===== src/rtl/tawas_pkg.sv =====
// Shared definitions for the tawas thread scheduler: default geometry,
// width helpers and the thread-id type.
package tawas_pkg;

  localparam int THREAD_BITS_DEF = 2;
  localparam int PC_W_DEF        = 24;
  localparam int MIN_GAP_DEF     = 2;
  localparam logic [PC_W_DEF-1:0] RESET_VEC_DEF = '0;

  function automatic int threads_of(input int thread_bits);
    return 1 << thread_bits;
  endfunction

  function automatic int clog2(input int value);
    int r;
    r = 0;
    while ((1 << r) < value) begin
      r = r + 1;
    end
    return r;
  endfunction

  // Gap counter must hold MIN_GAP-1; never let it collapse to zero width.
  function automatic int gap_width(input int min_gap);
    int w;
    w = clog2(min_gap + 1);
    return (w < 1) ? 1 : w;
  endfunction

  localparam int THREADS_DEF = threads_of(THREAD_BITS_DEF);
  localparam int GAP_W_DEF   = gap_width(MIN_GAP_DEF);

  typedef logic [THREAD_BITS_DEF-1:0] tid_t;

endpackage


===== src/rtl/tawas_thread_sched_if.sv =====
// Bundle between the scheduler, the fetch stage and the execute/load-store
// stages. The scheduler side uses the master modport.
interface tawas_thread_sched_if #(
    parameter int THREAD_BITS = 2,
    parameter int PC_W        = 24
);
    localparam int THREADS = 1 << THREAD_BITS;

    // ISSUE_VLD qualifies SLICE/IADDR/PC_RTN for exactly one cycle; fetch has
    // no ready/backpressure, so every valid cycle is a consumed issue. The
    // PC_STORE, BLOCK_VLD and WAKE_VLD strobes are single-cycle events taken
    // on the rising edge where they are high, with no acknowledge.
    logic [THREADS-1:0]     THREAD_EN;
    logic                   ISSUE_VLD;
    logic [THREAD_BITS-1:0] SLICE;
    logic [PC_W-1:0]        IADDR;
    logic [PC_W-1:0]        PC_RTN;
    logic                   PC_STORE;
    logic [THREAD_BITS-1:0] PC_STORE_SEL;
    logic [PC_W-1:0]        PC;
    logic                   BLOCK_VLD;
    logic [THREAD_BITS-1:0] BLOCK_SEL;
    logic                   WAKE_VLD;
    logic [THREAD_BITS-1:0] WAKE_SEL;

    modport master (
        input  THREAD_EN,
        input  PC_STORE, PC_STORE_SEL, PC,
        input  BLOCK_VLD, BLOCK_SEL,
        input  WAKE_VLD, WAKE_SEL,
        output ISSUE_VLD, SLICE, IADDR, PC_RTN
    );

    modport slave (
        output THREAD_EN,
        output PC_STORE, PC_STORE_SEL, PC,
        output BLOCK_VLD, BLOCK_SEL,
        output WAKE_VLD, WAKE_SEL,
        input  ISSUE_VLD, SLICE, IADDR, PC_RTN
    );

endinterface


===== src/rtl/tawas_rr_arb.sv =====
// Combinational round-robin pick: the search starts one past last_i and
// wraps, the first requester found wins.
module tawas_rr_arb #(
    parameter int ID_W = 2
) (
    input  logic [(1<<ID_W)-1:0] req_i,
    input  logic [ID_W-1:0]      last_i,
    output logic                 gnt_vld_o,
    output logic [ID_W-1:0]      gnt_id_o
);

    localparam int N = 1 << ID_W;

    logic [ID_W-1:0] idx;

    // Offset N wraps back to last_i itself, so the previous winner is
    // considered last.
    always_comb begin
        gnt_vld_o = 1'b0;
        gnt_id_o  = last_i;
        idx       = '0;
        for (int k = 1; k <= N; k++) begin
            idx = last_i + ID_W'(k);
            if (!gnt_vld_o && req_i[idx]) begin
                gnt_vld_o = 1'b1;
                gnt_id_o  = idx;
            end
        end
    end

endmodule


===== src/rtl/tawas_thread_sched.sv =====
// Round-robin issue slot and per-thread PC bank with block/wake state and a
// minimum re-issue spacing per thread.
module tawas_thread_sched
    import tawas_pkg::*;
#(
    parameter int              THREAD_BITS = THREAD_BITS_DEF,
    parameter int              PC_W        = PC_W_DEF,
    parameter logic [PC_W-1:0] RESET_VEC   = PC_W'(RESET_VEC_DEF),
    parameter int              MIN_GAP     = MIN_GAP_DEF
) (
    input  logic                  CLK,
    input  logic                  RST,
    tawas_thread_sched_if.master  bus
);

    localparam int THREADS = threads_of(THREAD_BITS);
    localparam int GAP_W   = gap_width(MIN_GAP);
    localparam logic [GAP_W-1:0] GAP_RELOAD = GAP_W'(MIN_GAP - 1);

    logic [PC_W-1:0]        pc_q    [THREADS];
    logic [PC_W-1:0]        pc_d    [THREADS];
    logic [GAP_W-1:0]       gap_q   [THREADS];
    logic [GAP_W-1:0]       gap_d   [THREADS];
    logic [THREADS-1:0]     blocked_q, blocked_d;
    logic [THREAD_BITS-1:0] last_q, last_d;

    logic                   issue_vld_q, issue_vld_d;
    logic [THREAD_BITS-1:0] slice_q, slice_d;
    logic [PC_W-1:0]        iaddr_q, iaddr_d;
    logic [PC_W-1:0]        pc_rtn_q, pc_rtn_d;

    logic [THREADS-1:0]     eligible;
    logic                   gnt_vld;
    logic [THREAD_BITS-1:0] gnt_id;
    logic [PC_W-1:0]        win_pc;

    // Eligibility looks only at registered state, so a block strobe in the
    // current cycle cannot cancel the issue already being chosen.
    always_comb begin
        eligible = '0;
        for (int i = 0; i < THREADS; i++) begin
            eligible[i] = bus.THREAD_EN[i] & ~blocked_q[i] & (gap_q[i] == '0);
        end
    end

    tawas_rr_arb #(
        .ID_W (THREAD_BITS)
    ) u_arb (
        .req_i     (eligible),
        .last_i    (last_q),
        .gnt_vld_o (gnt_vld),
        .gnt_id_o  (gnt_id)
    );

    assign win_pc = pc_q[gnt_id];

    always_comb begin
        blocked_d = blocked_q;
        last_d    = last_q;
        for (int i = 0; i < THREADS; i++) begin
            pc_d[i]  = pc_q[i];
            gap_d[i] = gap_q[i];

            if (gnt_vld && (gnt_id == THREAD_BITS'(i))) begin
                gap_d[i] = GAP_RELOAD;
            end else if (gap_q[i] != '0) begin
                gap_d[i] = gap_q[i] - GAP_W'(1);
            end

            // A redirect overrides the post-issue increment of the same thread.
            if (bus.PC_STORE && (bus.PC_STORE_SEL == THREAD_BITS'(i))) begin
                pc_d[i] = bus.PC;
            end else if (gnt_vld && (gnt_id == THREAD_BITS'(i))) begin
                pc_d[i] = pc_q[i] + PC_W'(1);
            end

            if (bus.BLOCK_VLD && (bus.BLOCK_SEL == THREAD_BITS'(i))) begin
                blocked_d[i] = 1'b1;
            end
            if (bus.WAKE_VLD && (bus.WAKE_SEL == THREAD_BITS'(i))) begin
                blocked_d[i] = 1'b0;
            end
        end
        if (gnt_vld) begin
            last_d = gnt_id;
        end
    end

    // Fetch-facing outputs hold their last issue when the slot goes idle.
    always_comb begin
        issue_vld_d = gnt_vld;
        slice_d     = slice_q;
        iaddr_d     = iaddr_q;
        pc_rtn_d    = pc_rtn_q;
        if (gnt_vld) begin
            slice_d  = gnt_id;
            iaddr_d  = win_pc;
            pc_rtn_d = win_pc + PC_W'(1);
        end
    end

    always_ff @(posedge CLK or negedge RST) begin
        if (!RST) begin
            for (int i = 0; i < THREADS; i++) begin
                pc_q[i]  <= RESET_VEC;
                gap_q[i] <= '0;
            end
            blocked_q   <= '0;
            last_q      <= THREAD_BITS'(THREADS - 1);
            issue_vld_q <= 1'b0;
            slice_q     <= '0;
            iaddr_q     <= RESET_VEC;
            pc_rtn_q    <= RESET_VEC + PC_W'(1);
        end else begin
            for (int i = 0; i < THREADS; i++) begin
                pc_q[i]  <= pc_d[i];
                gap_q[i] <= gap_d[i];
            end
            blocked_q   <= blocked_d;
            last_q      <= last_d;
            issue_vld_q <= issue_vld_d;
            slice_q     <= slice_d;
            iaddr_q     <= iaddr_d;
            pc_rtn_q    <= pc_rtn_d;
        end
    end

    assign bus.ISSUE_VLD = issue_vld_q;
    assign bus.SLICE     = slice_q;
    assign bus.IADDR     = iaddr_q;
    assign bus.PC_RTN    = pc_rtn_q;

endmodule

===== src/flat_wrapper.sv =====
// flat-port wrapper written by rule: the top's interface ports become plain ports
module tawas_thread_sched_flat import tawas_pkg::*;
#(
    parameter int              THREAD_BITS = THREAD_BITS_DEF,
    parameter int              PC_W        = PC_W_DEF,
    parameter logic [PC_W-1:0] RESET_VEC   = PC_W'(RESET_VEC_DEF),
    parameter int              MIN_GAP     = MIN_GAP_DEF
)
  (CLK, RST, bus_THREAD_EN, bus_PC_STORE, bus_PC_STORE_SEL, bus_PC, bus_BLOCK_VLD, bus_BLOCK_SEL, bus_WAKE_VLD, bus_WAKE_SEL, bus_ISSUE_VLD, bus_SLICE, bus_IADDR, bus_PC_RTN);
  tawas_thread_sched_if #(.THREAD_BITS(THREAD_BITS), .PC_W(PC_W)) bus_i ();
  input  logic CLK;
  input  logic RST;
  input wire logic [$bits(bus_i.THREAD_EN)-1:0] bus_THREAD_EN;
  input wire logic [$bits(bus_i.PC_STORE)-1:0] bus_PC_STORE;
  input wire logic [$bits(bus_i.PC_STORE_SEL)-1:0] bus_PC_STORE_SEL;
  input wire logic [$bits(bus_i.PC)-1:0] bus_PC;
  input wire logic [$bits(bus_i.BLOCK_VLD)-1:0] bus_BLOCK_VLD;
  input wire logic [$bits(bus_i.BLOCK_SEL)-1:0] bus_BLOCK_SEL;
  input wire logic [$bits(bus_i.WAKE_VLD)-1:0] bus_WAKE_VLD;
  input wire logic [$bits(bus_i.WAKE_SEL)-1:0] bus_WAKE_SEL;
  output wire logic [$bits(bus_i.ISSUE_VLD)-1:0] bus_ISSUE_VLD;
  output wire logic [$bits(bus_i.SLICE)-1:0] bus_SLICE;
  output wire logic [$bits(bus_i.IADDR)-1:0] bus_IADDR;
  output wire logic [$bits(bus_i.PC_RTN)-1:0] bus_PC_RTN;
  assign bus_i.THREAD_EN = bus_THREAD_EN;
  assign bus_i.PC_STORE = bus_PC_STORE;
  assign bus_i.PC_STORE_SEL = bus_PC_STORE_SEL;
  assign bus_i.PC = bus_PC;
  assign bus_i.BLOCK_VLD = bus_BLOCK_VLD;
  assign bus_i.BLOCK_SEL = bus_BLOCK_SEL;
  assign bus_i.WAKE_VLD = bus_WAKE_VLD;
  assign bus_i.WAKE_SEL = bus_WAKE_SEL;
  assign bus_ISSUE_VLD = bus_i.ISSUE_VLD;
  assign bus_SLICE = bus_i.SLICE;
  assign bus_IADDR = bus_i.IADDR;
  assign bus_PC_RTN = bus_i.PC_RTN;
  tawas_thread_sched #(.THREAD_BITS(THREAD_BITS), .PC_W(PC_W), .RESET_VEC(RESET_VEC), .MIN_GAP(MIN_GAP)) u_core (.CLK(CLK), .RST(RST), .bus(bus_i));
endmodule

===== config.mk =====
export PLATFORM = sky130hd
export DESIGN_NAME = tawas_thread_sched_flat
export DESIGN_NICKNAME = d
export VERILOG_FILES = /design/src/rtl/tawas_pkg.sv /design/src/rtl/tawas_thread_sched_if.sv /design/src/rtl/tawas_rr_arb.sv /design/src/rtl/tawas_thread_sched.sv /design/src/flat_wrapper.sv
export SDC_FILE = /design/constraint.sdc
export NUM_CORES = 1
export LEC_CHECK = 0
export BUFFER_PORTS_ARGS = -buffer_cell sky130_fd_sc_hd__buf_2
export CORE_MARGIN = 3
export CORE_UTILIZATION = 60
export DETAILED_ROUTE_END_ITERATION = 16
export GPL_TIMING_DRIVEN = 0
export PLACE_DENSITY = 0.85
export SLEW_MARGIN = 20
export SYNTH_ARGS = -nofsm -noshare
export SYNTH_HDL_FRONTEND = slang
export SYNTH_HIERARCHICAL = 1
export SYNTH_SLANG_ARGS = --single-unit

===== constraint.sdc =====
create_clock -name CLK -period 7.14 [get_ports CLK]
set_clock_uncertainty 0.05 [all_clocks]
set_input_delay 0.357 -clock CLK [delete_from_list [all_inputs] [get_ports CLK]]
set_output_delay 0.357 -clock CLK [all_outputs]
set_load 0.005 [all_outputs]

== Yosys cells after proc, flatten, opt, wreduce, memory -nomap -nowiden ==
Index checks and enable logic that the tools add are counted.

* Mux-type cells: 43
* $add $sub $neg: 12
* Bitwise operators: 13
* Reductions and logical operators: 46
* Equality and inequality tests: 12
* $lt $le $gt $ge: 5

{| class="wikitable"
|+ Operator list
! operator !! number
|-
| $mux W24 || 10
|-
| $add A24 B1 Y24 const B || 5
|-
| $bmux W24 S2 || 1
|-
| $reduce_bool A2 Y1 || 16
|-
| $mux W2 || 12
|-
| $logic_and A1 B1 Y1 || 19
|-
| $eq A2 B2 Y1 const B || 8
|-
| $logic_not A2 Y1 || 8
|-
| $mux W1 || 16
|-
| $lt A2 B3 Y1 const B || 4
|-
| $and A1 B1 Y1 || 8
|-
| $bmux W1 S2 || 4
|-
| $eq A2 B1 Y1 const B || 4
|-
| $sub A2 B1 Y2 const B || 4
|-
| $add A2 B2 Y2 const B || 2
|-
| $not A1 Y1 || 4
|-
| $ge A3 B3 Y1 const B || 1
|-
| $logic_not A1 Y1 || 3
|-
| $not A2 Y3 || 1
|-
| $add A2 B1 Y2 const B || 1
|}

* Bits of input ports: 39
* Logic and storage cells: 148
* Register bits: 161

== Logic depth before layout (Yosys ltp) ==
Gate-level depths: netlist of the first run.

* Word-level depth: 20
* Mapped depth: 16

== Cells and area by module ==
Netlist of the first run, hierarchy kept.

{| class="wikitable"
|+ Modules (own cells, without submodules)
! module !! area each (um2) !! instances !! cells an instance !! seq. area each (um2)
|-
| tawas_thread_sched || 8938.6 || 1 || 922 || 4032.6
|-
| tawas_rr_arb || 82.6 || 1 || 14 || 0.0
|}

== Worst setup path before layout of the first run ==
No wires, ideal clock.

* Path kind: reg-to-reg
* Start point: register u_core/gap_q[0] (netlist bit)
* End point: register u_core.pc_rtn_q[16] (netlist: u_core/bus.PC_RTN[16])
* Required time: 6.966 ns
* Setup time: 0.124 ns
* Slack: 4.009 ns
* Arrival time: 2.957 ns
* Cell stages (with the launch flop): 15
* Clock period less this slack: 3.131 ns
* Cell sequence: dfrtp_1 > inv_1 > ha_1 > and3b_1 > mux2i_1 > nor2_1 > a221o_1 > buf_6 > buf_12 > mux4_2 > ha_1 > nand4_1 > nor4_4 > a31oi_1 > a211o_1

* Longest elaborated chain between the ends: 19
* Elaborated cells on any way between the ends: 29
* Classes of those cells: add/sub: 1; mux: 19; bitwise: 2; reduce/logical: 7

{| class="wikitable"
|+ Ends and longest elaborated chain
! what !! line !! source
|-
| from (decl) || tawas_thread_sched.sv:22 || <nowiki>logic [GAP_W-1:0] gap_q [THREADS];</nowiki>
|-
| from (signal, indexed assignment) || tawas_thread_sched.sv:117 || <nowiki>gap_q[i] <= gap_d[i];</nowiki>
|-
| $logic_not A2 Y1 (*) || tawas_thread_sched.sv:42 || <nowiki>eligible[i] = bus.THREAD_EN[i] & ~blocked_q[i] & (gap_q[i] == '0);</nowiki>
|-
| $and A1 B1 Y1 (*) || tawas_thread_sched.sv:42 ||
|-
| net u_core.eligible[3] || tawas_thread_sched.sv:32 || <nowiki>logic [THREADS-1:0] eligible;</nowiki>
|-
| $bmux W1 S2 || tawas_rr_arb.sv:24 || <nowiki>if (!gnt_vld_o && req_i[idx]) begin</nowiki>
|-
| $mux W1 (implied by the code) || tawas_rr_arb.sv:24 ||
|-
| $mux W1 || tawas_rr_arb.sv:24 ||
|-
| $logic_not A1 Y1 || tawas_rr_arb.sv:24 ||
|-
| $logic_and A1 B1 Y1 || tawas_rr_arb.sv:24 ||
|-
| [... 5 more ...] || n/a ||
|-
| $logic_and A1 B1 Y1 || tawas_rr_arb.sv:24 ||
|-
| $mux W2 (*) || tawas_rr_arb.sv:24 ||
|-
| net u_core.gnt_id[0] || tawas_thread_sched.sv:34 || <nowiki>logic [THREAD_BITS-1:0] gnt_id;</nowiki>
|-
| $not A2 Y3 (implied by the code) (*) || tawas_thread_sched.sv:55 || <nowiki>assign win_pc = pc_q[gnt_id];</nowiki>
|-
| $bmux W24 S2 (*) || tawas_thread_sched.sv:55 ||
|-
| $mux W24 (implied by the code) (*) (2 in a row) || tawas_thread_sched.sv:55 ||
|-
| net u_core.win_pc[0] || tawas_thread_sched.sv:35 || <nowiki>logic [PC_W-1:0] win_pc;</nowiki>
|-
| $add A24 B1 Y24 (*) || tawas_thread_sched.sv:98 || <nowiki>pc_rtn_d = win_pc + PC_W'(1);</nowiki>
|-
| to (signal assigned) || tawas_thread_sched.sv:113 || <nowiki>pc_rtn_q <= RESET_VEC + PC_W'(1);</nowiki>
|-
| to (signal assigned) || tawas_thread_sched.sv:124 || <nowiki>pc_rtn_q <= pc_rtn_d;</nowiki>
|-
| to (decl) || tawas_thread_sched.sv:30 || <nowiki>logic [PC_W-1:0] pc_rtn_q, pc_rtn_d;</nowiki>
|}

The timed path passes the listed nets; every way through them passes the cells marked *. The select of a mux whose other input is x is not followed.
A chain may end at the register's enable or synchronous reset.

== Final worst setup path of the first run ==
* Start point: register u_core/gap_q[0] (netlist bit)
* End point: register u_core/pc_q[44] (netlist bit)

* Longest elaborated chain between the ends: 17
* Elaborated cells on any way between the ends: 27
* Classes of those cells: eq/ne: 1; mux: 16; bitwise: 1; reduce/logical: 9

{| class="wikitable"
|+ Ends and longest elaborated chain
! what !! line !! source
|-
| $logic_not A2 Y1 (*) || tawas_thread_sched.sv:42 ||
|-
| $and A1 B1 Y1 (*) || tawas_thread_sched.sv:42 ||
|-
| net u_core.eligible[3] || tawas_thread_sched.sv:32 ||
|-
| $bmux W1 S2 || tawas_rr_arb.sv:24 ||
|-
| $mux W1 (implied by the code) || tawas_rr_arb.sv:24 ||
|-
| $mux W1 || tawas_rr_arb.sv:24 ||
|-
| $logic_not A1 Y1 || tawas_rr_arb.sv:24 ||
|-
| $logic_and A1 B1 Y1 || tawas_rr_arb.sv:24 ||
|-
| [... 3 more ...] || n/a ||
|-
| $mux W1 || tawas_rr_arb.sv:24 ||
|-
| $logic_not A1 Y1 || tawas_rr_arb.sv:24 ||
|-
| $logic_and A1 B1 Y1 || tawas_rr_arb.sv:24 ||
|-
| $mux W2 (*) || tawas_rr_arb.sv:24 ||
|-
| net u_core.gnt_id[1] || tawas_thread_sched.sv:34 ||
|-
| $eq A2 B2 Y1 (*) || tawas_thread_sched.sv:73 || <nowiki>end else if (gnt_vld && (gnt_id == THREAD_BITS'(i))) begin</nowiki>
|-
| $logic_and A1 B1 Y1 (*) || tawas_thread_sched.sv:73 ||
|-
| $reduce_bool A2 Y1 (no line) (*) || n/a ||
|-
| to (signal, indexed assignment) || tawas_thread_sched.sv:116 || <nowiki>pc_q[i] <= pc_d[i];</nowiki>
|-
| to (decl) || tawas_thread_sched.sv:20 || <nowiki>logic [PC_W-1:0] pc_q [THREADS];</nowiki>
|}

Marks and branches as above.

==> results of run 1 <==
## registers in the layout (all words and copies together) (netlist names)
name	count
u_core/last_q	2
u_core/bus.PC_RTN	24
u_core/bus.ISSUE_VLD	1
u_core/gap_q	8
u_core/pc_q	96
u_core/bus.IADDR	24
u_core/blocked_q	4
u_core/bus.SLICE	2
## logic make-up after synthesis
logic type                 share of synthesized area [%]
buffers and inverters                               4.01
adders and majority gates                           1.25
DFF                                                 44.7
xor gates and xnor gates                            10.0
muxes                                               8.43
and+or+nand+nor                                     21.7
AOI/OAI and AO/OA                                   9.93
## per-layer routing
| layer | global-route usage (%) | wire length, um |
|---|---|---|
| met5 | 0 | 0 |
| met4 | 10.8 | 719 |
| met3 | 6.10 | 2540 |
| met2 | 48.2 | 11600 |
| met1 | 41.3 | 9850 |
## synth_stat cells (all sizes together) (5+ instances only)
cell,n
nand3,37
inv,38
or3,7
nand4,34
a21oi,62
dfrtp,158
xor2,56
and4,14
o21ai,67
nor3,15
mux4,24
xnor2,47
nand2b,5
a31oi,18
nor2,92
mux2,15
clkbuf,36
and3,17
ha,9
buf,10
nor2b,5
nor4,24
nand2,97
and2,6
## stage by stage
| stage | instance area [sq um] | worst slack (ns) |
|---|---|---|
| 3_3_place_gp | 9700 | 3.26 |
| 2_1_floorplan | 9020 | 4.01 |
| 6_report | 10300 | 3.29 |
| 3_5_place_dp | 9730 | 3.47 |
| 4_1_cts | 10300 | 3.39 |
| 5_1_grt | 10300 | 3.06 |
## report_power, final
part | total [mW] | switching (mW) | leakage (nW) | internal [mW]
sequential | 1.52 | 0.285 | 1.90 | 1.23
combinational | 1.94 | 1.09 | 2.05 | 0.851
clock | 0.895 | 0.366 | 0.275 | 0.529
total | 4.35 | 1.74 | 4.22 | 2.61
## area by class of cell
type	instances	area, sq um	area share, %
inverter	39	146	1.42
tap	184	230	2.23
timing repair buffer	91	493	4.78
buffer	46	215	2.08
multi-input combinational	690	4630	44.8
antenna	1	2.50	0.0242
clock inverter	11	115	1.12
clock buffer	21	460	4.46
sequential	161	4030	39.1
## path summary, 6_finish.rpt
check                                       from               endpoint  slack [ns]  depth (start not counted)
worst max-delay path             u_core/gap_q[0]        u_core/pc_q[44]        3.29                         12
worst min-delay path                bus_WAKE_VLD    u_core/blocked_q[1]        0.09                          2
worst max register to register   u_core/gap_q[0]        u_core/pc_q[44]        3.29                         12
worst min register to register  u_core/last_q[0]       u_core/last_q[0]        0.45                          2
max in group asynchronous                    RST        u_core/pc_q[48]        5.75                          3
min in group asynchronous                    RST  u_core/bus.PC_RTN[17]        0.51                          2
==> metrics.txt, run 1 <==
Max-Cap Viols 0; worst path required time 7.39 ns; Critical Setup Path Class reg2reg; Hold WC Path Type in2reg; EDFF count, synth 0; Fin Hold WS 0.0851 ns; CTS tree yes; CP Buf/Inv Count 3; total power 4.35 mW; Critical Path Fanout Max 10; Port Buf Inserts 89; FILL cells 1084; Row Count 44; DR pass1 iterations 6; Worst-path clk slew 0.06 ns; largest net degree at the start of global routing 100; clk_lat worst skew 0.44 ns; Worst setup EP type register; Initial Util 61.6%; total gr overflow 0; Ys Warns 6; run status finished clean; via count 7934; Synth Cell Area 9020 sq um; Setup Viol. Count Final 0; flops & latches, synth 161; ratio of cells with drive above 1 in the final layout 16.9%; H-tree depth 4; Remaining DRCs 0; vias per cell 6.38; # clock sinks 161; crit path cell chain inv_1 > ha_1 > and3b_1 > a31oi_1 > a21oi_1 > buf_2 > buf_4 > nand4b_1 > nor4_1 > nand3_1 > xor2_1 > a21oi_1; Yosys top cell area share 43.8%; Final nets 1094; root buffer cell clkbuf_16; most common cell after layout, fill and taps aside dfrtp_1; I/O pin cnt 90; CP arrival 4.10 ns; Vert. Die Dim 129 um; ys flop type dfrtp_1; CTS Hold Buffers Added 1; area leader, netlist dfrtp_1; pwr/cell area 421 nW/um^2; global-route wire length before repair 38700 um; Synth Instances 936; main area contributors after synthesis dfrtp_1 44%, xor2_1 5.4%, mux4_2 5.2%, xnor2_1 4.6%, nand2_1 4.0%; Tmin final 3.85 ns; Seq/Total Area, Yosys 44.7%; Most Frequent Cell on Critical Path a21oi_1; Layout area overhead 14.4%; placer congestion estimate 0.994; Die Wd 129 um; Slew @ Worst Pin 1.09 ns; endpoints failing hold 0; gr usage total 30.1%; clock buffer depth 2; placed cell count 1210; post_cts resized 0; slowest stage cell, crit path nor4_1; final worst-path cycle share 54.0%; Final Max Slew Viols 0; setup TNS 0 ns; type of origin of the critical path register; post-layout util 70.5%; Post-DP HPWL 17800 um; antenna violations before repair 0; Pleak 4.22 nW; syn avg cell area 9.64 sq um; Synth async-reset ratio 100%; # Post-CTS Setup Buffers 0; commonest cells after routing, fill and taps aside 158 x dfrtp_1, 97 x nand2_1, 92 x nor2_1; vias in the first global route 7491; Final Non-Filler Cells 1244; maximum vdd ir drop 0.219 mV; delay-heaviest family, CP simple AND/OR/NAND/NOR gates; synth unique cells 58; Die ar. 16500 sq um; core footprint 14600 sq um; Max Freq 260 MHz; max_slew headroom 26.6%; initial DRC count 1071; syn_nets 984; ANT nets after route 0; Post-Route WL 24800 um; RSZ-0062 raised after global routing false; WL/cell 19.9 um; total CTS buffers 17; Worst path max stage delay 0.88 ns
No activity file was read; power rests on OpenSTA's default activity.
==> run 2: changes to the inputs <==
--- a/config.mk
+++ b/config.mk
@@ -7,10 +7,10 @@
 export LEC_CHECK = 0
 export BUFFER_PORTS_ARGS = -buffer_cell sky130_fd_sc_hd__buf_2
 export CORE_MARGIN = 3
-export CORE_UTILIZATION = 60
+export CORE_UTILIZATION = 54
 export DETAILED_ROUTE_END_ITERATION = 16
 export GPL_TIMING_DRIVEN = 0
-export PLACE_DENSITY = 0.85
+export PLACE_DENSITY = 0.81
 export SLEW_MARGIN = 20
 export SYNTH_ARGS = -nofsm -noshare
 export SYNTH_HDL_FRONTEND = slang
==> constraint.sdc (replaced) <==
create_clock -name CLK -period 3.5 [get_ports CLK]
set_clock_uncertainty 0.05 [all_clocks]
set_input_delay 0.175 -clock CLK [delete_from_list [all_inputs] [get_ports CLK]]
set_output_delay 0.175 -clock CLK [all_outputs]
set_load 0.005 [all_outputs]
==> run 2 against run 1 <==
Effect of this change: global-route usage down 2.3 points; largest cell class unchanged; critical endpoint is now u_core/bus.PC_RTN[20]; via count up 2.3%; total power up 110%; critical path depth up 3; sequential power up 100%; design area up 5.6%; critical path type unchanged; highest routed layer unchanged; non-clock buffer count up 39; register-to-register slack worse by 3.2 ns; flip-flop and latch count unchanged; combinational power up 120%; first-iteration DRC count down 7.5%.
==> metrics.txt, run 2 (synthesized netlist as in run 1, its figures left out) <==
total gr overflow 0 (unchanged); final instance area 10900 sq um (+5.6%); H-tree depth 4 (unchanged); post-layout util 67.7% (-2.8 points); number of diodes 0 (-1); final worst-path cycle share 97.8% (+44 points); R2R cell count 15 (+3); pwr/cell area 853 nW/um^2 (+100%); Hold WC Path Type in2reg; hold depth 3 (+1); maximum vdd ir drop 0.466 mV (+110%); # clock sinks 161 (unchanged); CP arrival 3.68 ns (-0.42 ns); clock buffer depth 2 (unchanged); via count 8113 (+2.3%); Max Freq 292 MHz (+13%); fin worst setup slack 0.0783 ns (-3.21 ns); placer congestion estimate 0.932 (-6.3%); Port Buf Inserts 89 (unchanged); Pleak 4.42 nW (+4.7%); run status finished clean; Setup Viol. Count Final 0 (unchanged); Critical Path Fanout Max 10 (unchanged); worst path required time 3.76 ns (-3.63 ns); core footprint 16100 sq um (+10%); Fin Hold WS 0.0141 ns (-0.0710 ns); gr usage total 27.9% (-2.3 points); initial DRC count 991 (-7.5%); endpoints failing hold 0 (unchanged); worst r2r dst u_core/bus.PC_RTN[20]; WL/cell 19.3 um (-2.9%); global-route wire length before repair 39800 um (+3.0%); antenna violations before repair 0 (unchanged); root buffer cell clkbuf_16; most common cell after layout, fill and taps aside dfrtp_1; WHS Endpoint u_core/pc_q[3]; Slew @ Worst Pin 0.721 ns (-0.369 ns); ratio of cells with drive above 1 in the final layout 19.2% (+2.3 points); R2R setup slack 0.08 ns (-3.21 ns); Hold Startpoint bus_PC[3]; Row Count 46 (+4.5%); vias per cell 6.17 (-3.2%); Tmin final 3.42 ns (-0.432 ns); Final Non-Filler Cells 1314 (+5.6%); Final Max Slew Viols 0 (unchanged); total CTS buffers 17 (unchanged); Layout area overhead 20.9%; Max-Cap Viols 0 (unchanged); vias in the first global route 7685 (+2.6%); commonest cells after routing, fill and taps aside 158 x dfrtp_1, 96 x nand2_1, 90 x buf_2, 90 x nor2_1, 61 x a21oi_1; placed cell count 1242 (+2.6%); largest net degree at the start of global routing 90 (-10%); Remaining DRCs 0 (unchanged); max reg flops 96 (unchanged); Die Wd 135 um (+5.2%); Die ar. 18300 sq um (+11%); R2R Path Start u_core/gap_q[6]; ANT nets after route 0 (unchanged); post-place setup slack -0.149 ns (-3.62 ns); Vert. Die Dim 135 um (+5.2%); I/O pin cnt 90 (unchanged); Post-DP HPWL 17900 um (+0.14%); Top reg by flops u_core/pc_q; DR pass1 iterations 6 (unchanged); post-placement cell area 9770 sq um (+0.41%); CTS tree yes; max_slew headroom 51.8% (+25 points); clk_lat worst skew 0.43 ns (about the same); Final nets 1133 (+3.6%); Critical Setup Path Class reg2reg; Worst-path clk slew 0.06 ns (about the same); type of origin of the critical path register; Worst setup EP type register; Initial Util 56.0% (-5.6 points); Post-Route WL 25400 um (+2.6%)
[run 2: power by group]
group	switching (mW)	internal, mW
logic	2.29	1.91
registers	0.582	2.51
clock network	0.741	1.27
[run 2: cell type report]
cell class                      count  area (sq um)
Clock buffer                       23           488
Inverter                           39           146
Buffer                             46           231
Fill cell                        1219          5210
Tap cell                          216           270
Multi-Input combinational cell    690          4730
Timing Repair Buffer              130           857
Sequential cell                   161          4030
Clock inverter                      9           153
[run 2: worst max path at each step]
stage          cells past startpoint  slack (ns)               endpoint             from
2_1_floorplan                     14        0.37  u_core/bus.PC_RTN[16]  u_core/gap_q[0]
3_3_place_gp                       1       -0.22        u_core/gap_q[0]              RST
3_5_place_dp                      12       -0.15        u_core/pc_q[36]  u_core/gap_q[0]
4_1_cts                           12        0.05        u_core/pc_q[74]  u_core/gap_q[4]
5_1_grt                           15       -0.02  u_core/bus.PC_RTN[16]  u_core/gap_q[6]
6_report                          15        0.08  u_core/bus.PC_RTN[20]  u_core/gap_q[6]
[run 2: what timing repair did]
item	4_1_cts	5_1_grt
cloned	0	1
hold buffers	29	0
setup buffers	2	8
resized for setup	9	22
pin swaps	2	6
endpoints found under the setup margin	16	48
hold endpoints to repair	109	0
[run 2: worst max-delay path, cell delays in order, from the launching register on]
cell and delay, ns:
dfrtp_1 0.39, inv_1 0.06, ha_1 0.22, nand2_1 0.12, nor2_4 0.13, nor2b_1 0.07, a221o_1 0.36, buf_6 0.15
buf_12 0.15, mux4_2 0.41, ha_4 0.16, nand4_1 0.21, nor4_4 0.30, buf_6 0.18, a21oi_1 0.07, a311o_1 0.28
[run 2: layer usage]
metal  global-route usage, %  routed length [um]  share of wire, %  up-vias
met5                       0                   0                 0        -
met4                    12.0                 777               3.1        0
met3                    6.05                2760                11       73
met2                    43.3               11800                47      493
met1                    38.1               10000                40     3912
li1                        -                   -                 -     3635
[run 2: metrics by stage]
| step | TNS (ns) | power [mW] |
|---|---|---|
| after global placement | -33.48 | 6.79 |
| after floorplan | 0 | 5.73 |
| final | 0 | 9.30 |
| after global routing | -0.0760 | 9.86 |
| after CTS | 0 | 9.03 |
| after detailed placement | -1.22 | 6.93 |
